**src/rtl/lc3b_pipeline_sequencer_if.sv**
```systemverilog
// Sequencer handshake bundle: datapath/memory status in, stage-register controls and perf counters out.
// Combinational controls, no storage; the master side holds its inputs stable while the pipeline is frozen.
interface lc3b_pipeline_sequencer_if #(
    parameter int STALL_W = 16,
    parameter int FLUSH_W = 8
);
    logic               imem_req;
    logic               imem_resp;
    logic               dmem_req;
    logic               dmem_resp;
    logic               mem_indirect;
    logic               load_use_hazard;
    logic               branch_taken;
    logic               perf_clear;

    logic               load_pc;
    logic               load_if_id;
    logic               load_id_ex;
    logic               load_ex_mem;
    logic               load_mem_wb;
    logic               flush_if_id;
    logic               flush_id_ex;
    logic               flush_ex_mem;
    logic               pc_redirect;
    logic               mem_phase2;
    logic [STALL_W-1:0] stall_count;
    logic [FLUSH_W-1:0] flush_count;

    modport master (
        output imem_req, imem_resp, dmem_req, dmem_resp, mem_indirect,
               load_use_hazard, branch_taken, perf_clear,
        input  load_pc, load_if_id, load_id_ex, load_ex_mem, load_mem_wb,
               flush_if_id, flush_id_ex, flush_ex_mem, pc_redirect, mem_phase2,
               stall_count, flush_count
    );

    modport slave (
        input  imem_req, imem_resp, dmem_req, dmem_resp, mem_indirect,
               load_use_hazard, branch_taken, perf_clear,
        output load_pc, load_if_id, load_id_ex, load_ex_mem, load_mem_wb,
               flush_if_id, flush_id_ex, flush_ex_mem, pc_redirect, mem_phase2,
               stall_count, flush_count
    );
endinterface

```
**src/rtl/lc3b_pipeline_sequencer.sv**
```systemverilog
// LC-3b stall/flush sequencer: combinational stage loads/bubbles, same-edge effect, LDI/STI two-phase MEM.
// Backpressure: any outstanding memory wait freezes every stage register; saturating stall/flush counters.
module lc3b_pipeline_sequencer #(
    parameter int STALL_W = 16,
    parameter int FLUSH_W = 8
) (
    input  logic                     clk,
    input  logic                     reset_n,
    lc3b_pipeline_sequencer_if.slave bus
);

    typedef enum logic {
        ST_RUN  = 1'b0,
        ST_IND2 = 1'b1
    } state_e;

    state_e             state_q, state_d;
    logic [STALL_W-1:0] stall_q, stall_d;
    logic [FLUSH_W-1:0] flush_q, flush_d;

    logic fetch_ok;
    logic mem_ok;
    logic advance;
    logic go;

    always_comb begin
        fetch_ok = !bus.imem_req || bus.imem_resp;
        // First indirect access never completes MEM; only the pointer-phase response does.
        if (state_q == ST_IND2) begin
            mem_ok = bus.dmem_resp;
        end else begin
            mem_ok = !bus.dmem_req || (bus.dmem_resp && !bus.mem_indirect);
        end
        advance = fetch_ok && mem_ok;
        go      = advance && reset_n;
    end

    always_comb begin
        state_d = state_q;
        case (state_q)
            ST_RUN:  if (bus.dmem_req && bus.dmem_resp && bus.mem_indirect) state_d = ST_IND2;
            ST_IND2: if (advance) state_d = ST_RUN;
            default: state_d = ST_RUN;
        endcase

        stall_d = stall_q;
        if (bus.perf_clear) begin
            stall_d = '0;
        end else if (!advance && (stall_q != {STALL_W{1'b1}})) begin
            stall_d = stall_q + STALL_W'(1);
        end

        flush_d = flush_q;
        if (bus.perf_clear) begin
            flush_d = '0;
        end else if (advance && bus.branch_taken && (flush_q != {FLUSH_W{1'b1}})) begin
            flush_d = flush_q + FLUSH_W'(1);
        end
    end

    always_comb begin
        bus.load_pc      = 1'b0;
        bus.load_if_id   = 1'b0;
        bus.load_id_ex   = 1'b0;
        bus.load_ex_mem  = 1'b0;
        bus.load_mem_wb  = 1'b0;
        bus.flush_if_id  = 1'b0;
        bus.flush_id_ex  = 1'b0;
        bus.flush_ex_mem = 1'b0;
        bus.pc_redirect  = 1'b0;
        if (go) begin
            if (bus.branch_taken) begin
                bus.load_pc      = 1'b1;
                bus.load_if_id   = 1'b1;
                bus.load_id_ex   = 1'b1;
                bus.load_ex_mem  = 1'b1;
                bus.load_mem_wb  = 1'b1;
                bus.flush_if_id  = 1'b1;
                bus.flush_id_ex  = 1'b1;
                bus.flush_ex_mem = 1'b1;
                bus.pc_redirect  = 1'b1;
            end else if (bus.load_use_hazard) begin
                // Hold PC and IF/ID, slip a bubble into ID/EX behind the load.
                bus.load_id_ex   = 1'b1;
                bus.flush_id_ex  = 1'b1;
                bus.load_ex_mem  = 1'b1;
                bus.load_mem_wb  = 1'b1;
            end else begin
                bus.load_pc      = 1'b1;
                bus.load_if_id   = 1'b1;
                bus.load_id_ex   = 1'b1;
                bus.load_ex_mem  = 1'b1;
                bus.load_mem_wb  = 1'b1;
            end
        end
        bus.mem_phase2  = reset_n && (state_q == ST_IND2);
        bus.stall_count = stall_q;
        bus.flush_count = flush_q;
    end

    always_ff @(posedge clk or negedge reset_n) begin
        if (!reset_n) begin
            state_q <= ST_RUN;
            stall_q <= '0;
            flush_q <= '0;
        end else begin
            state_q <= state_d;
            stall_q <= stall_d;
            flush_q <= flush_d;
        end
    end

endmodule

```
**src/flat_wrapper.sv**
```systemverilog
// flat-port wrapper written by rule: the top's interface ports become plain ports
module lc3b_pipeline_sequencer_flat 
#(
    parameter int STALL_W = 16,
    parameter int FLUSH_W = 8
)
  (clk, reset_n, bus_imem_req, bus_imem_resp, bus_dmem_req, bus_dmem_resp, bus_mem_indirect, bus_load_use_hazard, bus_branch_taken, bus_perf_clear, bus_load_pc, bus_load_if_id, bus_load_id_ex, bus_load_ex_mem, bus_load_mem_wb, bus_flush_if_id, bus_flush_id_ex, bus_flush_ex_mem, bus_pc_redirect, bus_mem_phase2, bus_stall_count, bus_flush_count);
  lc3b_pipeline_sequencer_if #(.STALL_W(STALL_W), .FLUSH_W(FLUSH_W)) bus_i ();
  input  logic clk;
  input  logic reset_n;
  input wire logic [$bits(bus_i.imem_req)-1:0] bus_imem_req;
  input wire logic [$bits(bus_i.imem_resp)-1:0] bus_imem_resp;
  input wire logic [$bits(bus_i.dmem_req)-1:0] bus_dmem_req;
  input wire logic [$bits(bus_i.dmem_resp)-1:0] bus_dmem_resp;
  input wire logic [$bits(bus_i.mem_indirect)-1:0] bus_mem_indirect;
  input wire logic [$bits(bus_i.load_use_hazard)-1:0] bus_load_use_hazard;
  input wire logic [$bits(bus_i.branch_taken)-1:0] bus_branch_taken;
  input wire logic [$bits(bus_i.perf_clear)-1:0] bus_perf_clear;
  output wire logic [$bits(bus_i.load_pc)-1:0] bus_load_pc;
  output wire logic [$bits(bus_i.load_if_id)-1:0] bus_load_if_id;
  output wire logic [$bits(bus_i.load_id_ex)-1:0] bus_load_id_ex;
  output wire logic [$bits(bus_i.load_ex_mem)-1:0] bus_load_ex_mem;
  output wire logic [$bits(bus_i.load_mem_wb)-1:0] bus_load_mem_wb;
  output wire logic [$bits(bus_i.flush_if_id)-1:0] bus_flush_if_id;
  output wire logic [$bits(bus_i.flush_id_ex)-1:0] bus_flush_id_ex;
  output wire logic [$bits(bus_i.flush_ex_mem)-1:0] bus_flush_ex_mem;
  output wire logic [$bits(bus_i.pc_redirect)-1:0] bus_pc_redirect;
  output wire logic [$bits(bus_i.mem_phase2)-1:0] bus_mem_phase2;
  output wire logic [$bits(bus_i.stall_count)-1:0] bus_stall_count;
  output wire logic [$bits(bus_i.flush_count)-1:0] bus_flush_count;
  assign bus_i.imem_req = bus_imem_req;
  assign bus_i.imem_resp = bus_imem_resp;
  assign bus_i.dmem_req = bus_dmem_req;
  assign bus_i.dmem_resp = bus_dmem_resp;
  assign bus_i.mem_indirect = bus_mem_indirect;
  assign bus_i.load_use_hazard = bus_load_use_hazard;
  assign bus_i.branch_taken = bus_branch_taken;
  assign bus_i.perf_clear = bus_perf_clear;
  assign bus_load_pc = bus_i.load_pc;
  assign bus_load_if_id = bus_i.load_if_id;
  assign bus_load_id_ex = bus_i.load_id_ex;
  assign bus_load_ex_mem = bus_i.load_ex_mem;
  assign bus_load_mem_wb = bus_i.load_mem_wb;
  assign bus_flush_if_id = bus_i.flush_if_id;
  assign bus_flush_id_ex = bus_i.flush_id_ex;
  assign bus_flush_ex_mem = bus_i.flush_ex_mem;
  assign bus_pc_redirect = bus_i.pc_redirect;
  assign bus_mem_phase2 = bus_i.mem_phase2;
  assign bus_stall_count = bus_i.stall_count;
  assign bus_flush_count = bus_i.flush_count;
  lc3b_pipeline_sequencer #(.STALL_W(STALL_W), .FLUSH_W(FLUSH_W)) u_core (.clk(clk), .reset_n(reset_n), .bus(bus_i));
endmodule
```
**config.mk**
```make
export PLATFORM = sky130hd
export DESIGN_NAME = lc3b_pipeline_sequencer_flat
export DESIGN_NICKNAME = d
export VERILOG_FILES = /design/src/rtl/lc3b_pipeline_sequencer_if.sv /design/src/rtl/lc3b_pipeline_sequencer.sv /design/src/flat_wrapper.sv
export SDC_FILE = /design/constraint.sdc
export NUM_CORES = 1
export LEC_CHECK = 0
export ABC_AREA = 1
export CORE_MARGIN = 4
export CORE_UTILIZATION = 49
export DETAILED_ROUTE_END_ITERATION = 8
export GPL_ROUTABILITY_DRIVEN = 0
export PLACE_DENSITY = 0.8
export SETUP_SLACK_MARGIN = 0.02
export SLEW_MARGIN = 20
export SYNTH_ARGS = -nofsm -noshare
export SYNTH_HDL_FRONTEND = slang
export SYNTH_SLANG_ARGS = --single-unit
```
**constraint.sdc**
```tcl
create_clock -name clk -period 1.8 [get_ports clk]
set_clock_uncertainty 0.05 [all_clocks]
set_input_delay 0.36 -clock clk [delete_from_list [all_inputs] [get_ports clk]]
set_output_delay 0.36 -clock clk [all_outputs]
set_load 0.02 [all_outputs]
```
==> results.md, run 1 <==
- Worst Tran Pin Value: 0.333 ns
- First-pass GRT wire length: 7.60 mm
- CTS tree: built
- PwrDens: 495 nW/µm²
- Hold-critical path endpoint: u_core.state_q
- Fillers: 312
- Setup Crit Path Kind: reg2out
- Largest net degree at the start of global routing: 28
- Antenna Cells: 0
- Worst Setup End Kind: output port
- H-tree depth: 1
- Clock Latency Late Sink: 0.33 ns
- Worst reg2reg path startpoint: u_core.bus.flush_count[0]
- All-Layer GR Usage: 22.1%
- Mapped cell area: 1700 µm²
- Drt first-iter violations: 108
- Final period util: 109%
- Setup TNS: -1.19 ns
- Status: complete, but fails checks
- Die height: 66.9 µm
- Root buf cell: clkbuf_4
- DR vias: 1762
- Clock sinks: 25
- # DRC: 0
- Rel. slew slack: 77.8%
- Worst hold start: bus_dmem_req
- Clock transition at path regs: 0.13 ns
- Fin crit period: 1.96 ns
- Max Clk Rate: 0.511 GHz
- Final Hold Viols: 0
- Cells after Synth: 246
- Endpoints failing setup: 9
- R2r endpoint: u_core.bus.flush_count[4]
- Static leakage: 1.22 nW
- Multi-input logic area: 953 µm²
- Routed len/inst: 12.8 µm
- Unrepaired setup endpoints after global routing: yes
- GRT overflow: 0
- Seq. cell area: 626 µm²
- Core box area: 3340 µm²
- FP Rows: 21
- Post-DP HPWL: 3.39 mm
- Count of warnings emitted by yosys: 0
- Share of cells above drive strength 1: 16.3%
- Avg Cell Area, Syn: 6.91 µm²
- Cell area after layout: 2290 µm²
- Initial core utilization: 50.9%
- Worst VDD drop: 0.267 mV
- Full die area: 4470 µm²
- CP Launch Type: flip-flop
- Synth cell types: 29
- Hold Path Cell Cnt: 3
- FF+latch count, synth: 25
- I/O pins: 44
- Worst-path maximum fanout: 4
- Port bufs: 43
- Die W: 66.9 µm
- Syn Nets: 258
- Max Cap Violations: 0
- First-pass DRT Iterations: 4
- Routed Wire Length: 4.44 mm
- CP arrival: 1.55 ns
- Area delta synth->final: 34.6%
- Worst reg2reg path depth: 7
- Vias per std cell: 5.08
- Req. time, crit path: 1.39 ns
- Fin. max-slew vios: 0
- TritonCTS buffer count: 3
- Failing checks: setup timing
- Seq/Total Area, Yosys: 36.8%
- Antenna violations before repair: 0
- Vias in the first global route: 1708
- Final net count: 314
- Clk buf depth: 2
- R2r setup slk: 0.12 ns
- Post-route ant nets: 0
- Placement Cell Area: 2270 µm²
- Worst setup margin: -0.156 ns
- Hold crit path type: in2reg
- DP Worst Slack: -0.714 ns
## metal layers
layer	GRT usage, %	wire length, µm	part of all wire (%)
met4	7.59	78	1.8
met3	3.37	243	5.5
met2	40.6	2330	52
met1	25.6	1790	40
met5	0	0	0
## synthesized netlist by cell type
cell / n / area [µm²]
nand2_1: 86 / 323
nor2_1: 28 / 105
dfrtp_1: 25 / 626
nand3_1: 23 / 115
inv_1: 21 / 78.8
nand4_1: 12 / 75.1
xor2_1: 8 / 70.1
buf_4: 5 / 37.5
o21ai_0: 5 / 25.0
o21bai_1: 5 / 37.5
nor2_4: 4 / 45.0
buf_1: 2 / 7.51
buf_2: 2 / 10.0
ha_1: 2 / 25.0
inv_2: 2 / 7.51
nand3b_1: 2 / 15.0
nor2_2: 2 / 12.5
a21oi_1: 1 / 5.00
a21oi_2: 1 / 8.76
buf_6: 1 / 11.3
clkbuf_1: 1 / 3.75
nand2_2: 1 / 6.26
nand2_4: 1 / 11.3
nor3_1: 1 / 5.00
o21ai_1: 1 / 5.00
o22ai_1: 1 / 6.26
or2_1: 1 / 6.26
or2_2: 1 / 6.26
xnor2_1: 1 / 8.76
## where the power goes
| group | total [mW] | switching (mW) | leakage [nW] | internal [mW] |
|---|---|---|---|---|
| clock | 0.256 | 0.173 | 0.0177 | 0.0834 |
| combinational | 0.289 | 0.161 | 0.852 | 0.127 |
| sequential | 0.586 | 0.0118 | 0.346 | 0.575 |
| total | 1.13 | 0.346 | 1.22 | 0.785 |
## logic make-up (layout without fill, tap and decap cells)
kind of cell	count (synthesis)	in the layout	share of synthesized area (%)
DFF	25	25	36.8
xor gates and xnor gates	9	9	4.64
AOI/OAI and AO/OA	14	14	5.15
adders and majority gates	2	2	1.47
and+or+nand+nor	162	162	42.7
buffers and inverters	34	89	9.21
## critical path, cell delays in order, from the launching register on
cell	delay (ns)
dfrtp_1	0.41
or2_4	0.24
a21oi_4	0.18
nand2_4	0.09
nor2_4	0.16
buf_6	0.14
## registers in the layout (all words and copies together), names as in the netlist
register,cells
u_core.bus.flush_count,8
u_core.bus.stall_count,16
u_core.state_q,1
## worst max path at each step
| stage | from | to | slack, ns | cells past startpoint |
|---|---|---|---|---|
| 2_1_floorplan | bus_dmem_req | bus_load_pc | 0.06 | 5 |
| 3_3_place_gp | bus_dmem_req | bus_load_if_id | -0.66 | 6 |
| 3_5_place_dp | bus_dmem_req | bus_load_if_id | -0.71 | 6 |
| 4_1_cts | u_core.state_q | bus_load_if_id | -0.19 | 5 |
| 5_1_grt | u_core.state_q | bus_pc_redirect | -0.27 | 5 |
| 6_report | u_core.state_q | bus_pc_redirect | -0.16 | 5 |
## what timing repair did
item                       in CTS  in global routing
resized for setup              74                  6
pin swaps                       2                  3
setup buffers                   1                  2
setup endpoints to repair      33                 19
hold buffers                    0                  0
## final cells by class
class / count / area share, %
multi-input combinational: 187 / 41.7
sequential: 25 / 27.4
timing repair buffer: 62 / 23.5
inverter: 23 / 3.77
tap: 46 / 2.52
clock buffer: 3 / 0.985
clock inverter: 1 / 0.219
## placed cells by master, fill, tap and decap left out, types with 2 or more instances in the layout
cell and instances:
o21bai_1 5, o21ai_0 5, nand2_1 85, a21oi_4 2, nor2_1 27, nand2_4 2, buf_6 5, nand3_1 23
nand4_1 12, xor2_1 8, ha_1 2, nor2_4 5, dfrtp_1 25, buf_4 23, inv_1 21, clkdlybuf4s50_1 8
nand3b_1 2, dlygate4sd2_1 24, inv_2 2, nor2_2 2, clkbuf_4 3
## through the flow
step / power [mW] / hold slack, ns / std cells / util (%)
after floorplan: 0.740 / 0.0144 / 246 / -
after global placement: 0.876 / 0.496 / 340 / 67.9
after detailed placement: 0.882 / 0.501 / 340 / 67.9
after CTS: 1.14 / 0.390 / 345 / 67.8
after global routing: 1.19 / 0.417 / 347 / 68.5
final: 1.13 / 0.407 / 347 / 68.5
(Power assumes the default switching activity.)
==> run 2, diff against run 1 <==
- CORE_ASPECT_RATIO: default -> 1.25
- CORE_MARGIN: 4 -> 8
- SKIP_CTS_REPAIR_TIMING: default -> 1
==> results.md, run 2 (synthesized netlist as in run 1, its figures left out) <==
- First-pass DRT Iterations: 4
- TritonCTS buffer count: 3
- Max Clk Rate: 0.527 GHz
- FP Rows: 24
- CP delay by family, top: simple AND/OR/NAND/NOR gates
- Area delta synth->final: 41.5%
- CTS tree: built
- Endpoints failing setup: 9
- Root buf cell: clkbuf_8
- Worst-path maximum fanout: 4
- Failing checks: setup timing
- Worst Setup End Kind: output port
- Unrepaired setup endpoints after global routing: yes
- DR vias: 1741
- Routed len/inst: 13.1 µm
- All-Layer GR Usage: 16.4%
- Fin. max-slew vios: 0
- Die height: 81.8 µm
- Hold crit path type: in2reg
- Req. time, crit path: 1.39 ns
- Clock transition at path regs: 0.09 ns
- Worst reg2reg path startpoint: u_core.state_q
- Final period util: 105%
- Commonest non-fill, non-tap cell in the layout: nand2_1
- Critical Path Max Stage Delay: 0.41 ns
- Met1 usage: 19.1%
- # DRC: 0
- Overall power: 1.22 mW
- Largest register FFs: 16
- PwrDens: 509 nW/µm²
- Buf/Inv on CP: 1
- Final net count: 312
- Port bufs: 43
- Full die area: 5620 µm²
- Hold-critical path endpoint: u_core.state_q
- Die W: 68.7 µm
- CP Launch Type: flip-flop
- Status: complete, but fails checks
- Max Cap Violations: 0
- Core box area: 3390 µm²
- I/O pins: 44
- Static leakage: 1.52 nW
- Routed Wire Length: 4.44 mm
- R2r setup slk: 0.08 ns
- Worst setup margin: -0.0966 ns
- Met3 GRT Util: 2.73%
- Drt first-iter violations: 118
- Clock Latency Late Sink: 0.27 ns
- Antenna violations before repair: 0
- Crit-path cells: or2_4, a21oi_4, nand2_4, nor2_4, buf_4
- Post-route ant nets: 0
- First-pass GRT wire length: 7.38 mm
- R2r endpoint: u_core.bus.flush_count[0]
- Setup Crit Path Kind: reg2out
- GRT overflow: 0
- Clk buf depth: 2
- Antenna Cells: 0
- Worst reg2reg path depth: 7
- CP arrival: 1.49 ns
- Worst Tran Pin Value: 0.330 ns
- Fillers: 266
- Initial core utilization: 50.1%
- H-tree depth: 1
- Post-DP HPWL: 3.40 mm
- Most frequent cells in the layout: nand2_1 (83), nor2_1 (26), dlymetal6s2s_1 (25), dfrtp_1 (24), nand3_1 (23)
- Share of cells above drive strength 1: 17.4%
- Largest net degree at the start of global routing: 26
- Final Hold Viols: 0
- Vias per std cell: 5.15
- Hold Path Cell Cnt: 3
- Clock sinks: 25
- Vias in the first global route: 1713
- Slowest-stage cell, CP: dfrtp_1
- Rel. slew slack: 78.0%
- Worst hold start: bus_dmem_req
- Final hold slack: 0.367 ns
- Fin crit period: 1.90 ns
- Worst VDD drop: 0.530 mV
- Gr busiest metal: met2
- Routing usage on met2: 29.4%
run 2: final cells by class:
cell class / instances / area (µm²) / area share (%)
tap: 39 / 48.8 / 2.03
multi-input combinational: 187 / 973 / 40.5
clock inverter: 1 / 5.00 / 0.208
clock buffer: 3 / 41.3 / 1.72
timing repair buffer: 60 / 622 / 25.9
inverter: 23 / 86.3 / 3.59
sequential: 25 / 627 / 26.1
run 2: how the worst max path moves through the flow:
stage | startpoint | end | slack (ns) | cells past startpoint
finish | u_core.state_q | bus_flush_ex_mem | -0.1 | 5
global route | u_core.state_q | bus_flush_if_id | -0.16 | 5
CTS | bus_dmem_req | bus_load_pc | -0.70 | 6
detailed placement | bus_dmem_req | bus_load_pc | -0.70 | 6
floorplan | bus_dmem_req | bus_load_pc | 0.06 | 5
global placement | bus_dmem_req | bus_load_if_id | -0.67 | 6
run 2: worst reg2reg max path: stages (launching register included):
cell,delay (ns)
dfrtp_1,0.41
or2_4,0.27
a21oi_4,0.16
buf_4,0.13
buf_4,0.13
nand3b_1,0.25
nand3_1,0.15
nand2_1,0.07
run 2: stage by stage:
step	worst slack [ns]	cells	area (µm²)	setup TNS [ns]	utilization [%]
CTS	-0.698	336	2310	-6.37	68.0
detailed placement	-0.697	332	2260	-10.25	66.7
finish	-0.0966	338	2400	-0.643	70.8
global placement	-0.674	332	2260	-8.88	66.7
global route	-0.158	338	2400	-1.20	70.8
floorplan	0.0561	246	1730	0	-
run 2: layer usage:
layer | wire, µm | vias up
li1 | - | 891
met2 | 2360 | 40
met3 | 217 | 5
met1 | 1830 | 805
met5 | 0 | -
met4 | 35 | 0
run 2: where the power goes:
part	total, mW	internal [mW]	switching [mW]
logic	0.303	0.139	0.165
registers	0.587	0.574	0.0124
clock network	0.333	0.155	0.178
==> run 3, diff against run 2 <==
- TNS_END_PERCENT: default -> 50
==> results.md, run 3 (synthesized netlist as in run 1, its figures left out) <==
- Status: complete, but fails checks
- Failing checks: setup timing
- DR vias: 1736
- Unrepaired setup endpoints after global routing: yes
- Largest register FFs: 16
- Clock Latency Late Sink: 0.27 ns
- Fin. max-slew vios: 0
- Root buf cell: clkbuf_8
- All-Layer GR Usage: 16.4%
- Commonest non-fill, non-tap cell in the layout: nand2_1
- Req. time, crit path: 1.39 ns
- CP arrival: 1.49 ns
- Hold crit path type: in2reg
- Antenna violations before repair: 0
- Slowest-stage cell, CP: dfrtp_1
- Setup TNS: -0.637 ns
- Clock transition at path regs: 0.08 ns
- I/O pins: 44
- Port bufs: 43
- Clk buf depth: 2
- Vias per std cell: 5.14
- Die W: 68.7 µm
- Worst-path maximum fanout: 4
- First-pass DRT Iterations: 4
- Placed Cells: 332
- Share of cells above drive strength 1: 17.4%
- Clock sinks: 25
- Final period util: 105%
- PwrDens: 509 nW/µm²
- Setup Crit Path Kind: reg2out
- Post-DP HPWL: 3.40 mm
- CP Launch Type: flip-flop
- Fin crit period: 1.90 ns
- Final hold slack: 0.368 ns
- TritonCTS buffer count: 3
- Post-route ant nets: 0
- Worst setup margin: -0.0961 ns
- Worst Tran Pin Value: 0.334 ns
- Die height: 81.8 µm
- Drt first-iter violations: 142
- Vias in the first global route: 1713
- Endpoints failing setup: 9
- Area delta synth->final: 41.5%
- Final Hold Viols: 0
- Critical Path Max Stage Delay: 0.41 ns
- Worst VDD drop: 0.528 mV
- Max Clk Rate: 0.527 GHz
- Initial core utilization: 50.1%
- First-pass GRT wire length: 7.38 mm
- GRT overflow: 0
- Routed Wire Length: 4.42 mm
- Static leakage: 1.52 nW
- Core box area: 3390 µm²
- Crit-path cells: or2_4, a21oi_4, nand2_4, nor2_4, buf_4
- Antenna Cells: 0
- # DRC: 0
- Max Cap Violations: 0
- Largest net degree at the start of global routing: 26
- FP Rows: 24
- Worst Setup End Kind: output port
- Rel. slew slack: 77.7%
- Most frequent cells in the layout: nand2_1 (83), nor2_1 (26), dlymetal6s2s_1 (25), dfrtp_1 (24), nand3_1 (23)
- Routed len/inst: 13.1 µm
- H-tree depth: 1
- CTS tree: built
- Layout Cells excl Fill: 338
- Final core utilization: 70.8%
- Full die area: 5620 µm²
- Final net count: 312
run 3: cell counts in the layout (fill, tap and decap cells not counted):
No cell type changed its count.
run 3: path summary, 6_finish.rpt:
kind,from,to,slack [ns],depth (start not counted)
min in group asynchronous,reset_n,u_core.state_q,0.55,2
setup reg to reg,u_core.state_q,u_core.bus.flush_count[0],0.08,7
hold / removal,bus_dmem_req,u_core.state_q,0.37,3
hold reg to reg,u_core.bus.stall_count[15],u_core.bus.stall_count[15],0.53,2
setup / recovery,u_core.state_q,bus_flush_ex_mem,-0.1,5
max in group asynchronous,reset_n,u_core.bus.stall_count[2],0.88,2
run 3: final cells by class:
type                            count  area (µm²)
Fill cell                         266         990
Sequential cell                    25         627
Clock inverter                      1        5.00
Timing Repair Buffer               60         622
Tap cell                           39        48.8
Multi-Input combinational cell    187         973
Clock buffer                        3        41.3
Inverter                           23        86.3
run 3: report_power, final:
part           switching [mW]  total (mW)  internal [mW]
logic                   0.165       0.303          0.139
registers              0.0124       0.587          0.574
clock network           0.178       0.332          0.155
run 3: critical path: cells and delay by family (launching register included):
| kind | cells | cell delay [ns] |
|---|---|---|
| buf+inv | 1 | 0.15 |
| simple gates | 3 | 0.51 |
| compound gates | 1 | 0.16 |
| flops | 1 | 0.41 |
run 3: stage by stage:
stage / power (mW) / area, µm² / setup slack, ns
floorplan: 0.740 / 1730 / 0.0561
global route: 1.29 / 2400 / -0.158
detailed placement: 0.891 / 2260 / -0.697
CTS: 1.23 / 2310 / -0.698
finish: 1.22 / 2400 / -0.0961
global placement: 0.885 / 2260 / -0.674
run 3: routing by layer:
layer  global-route usage [%]  wire, µm
met5                        0         0
met2                     29.4      2300
met4                     4.72        35
met3                     2.73       201
met1                     19.1      1880
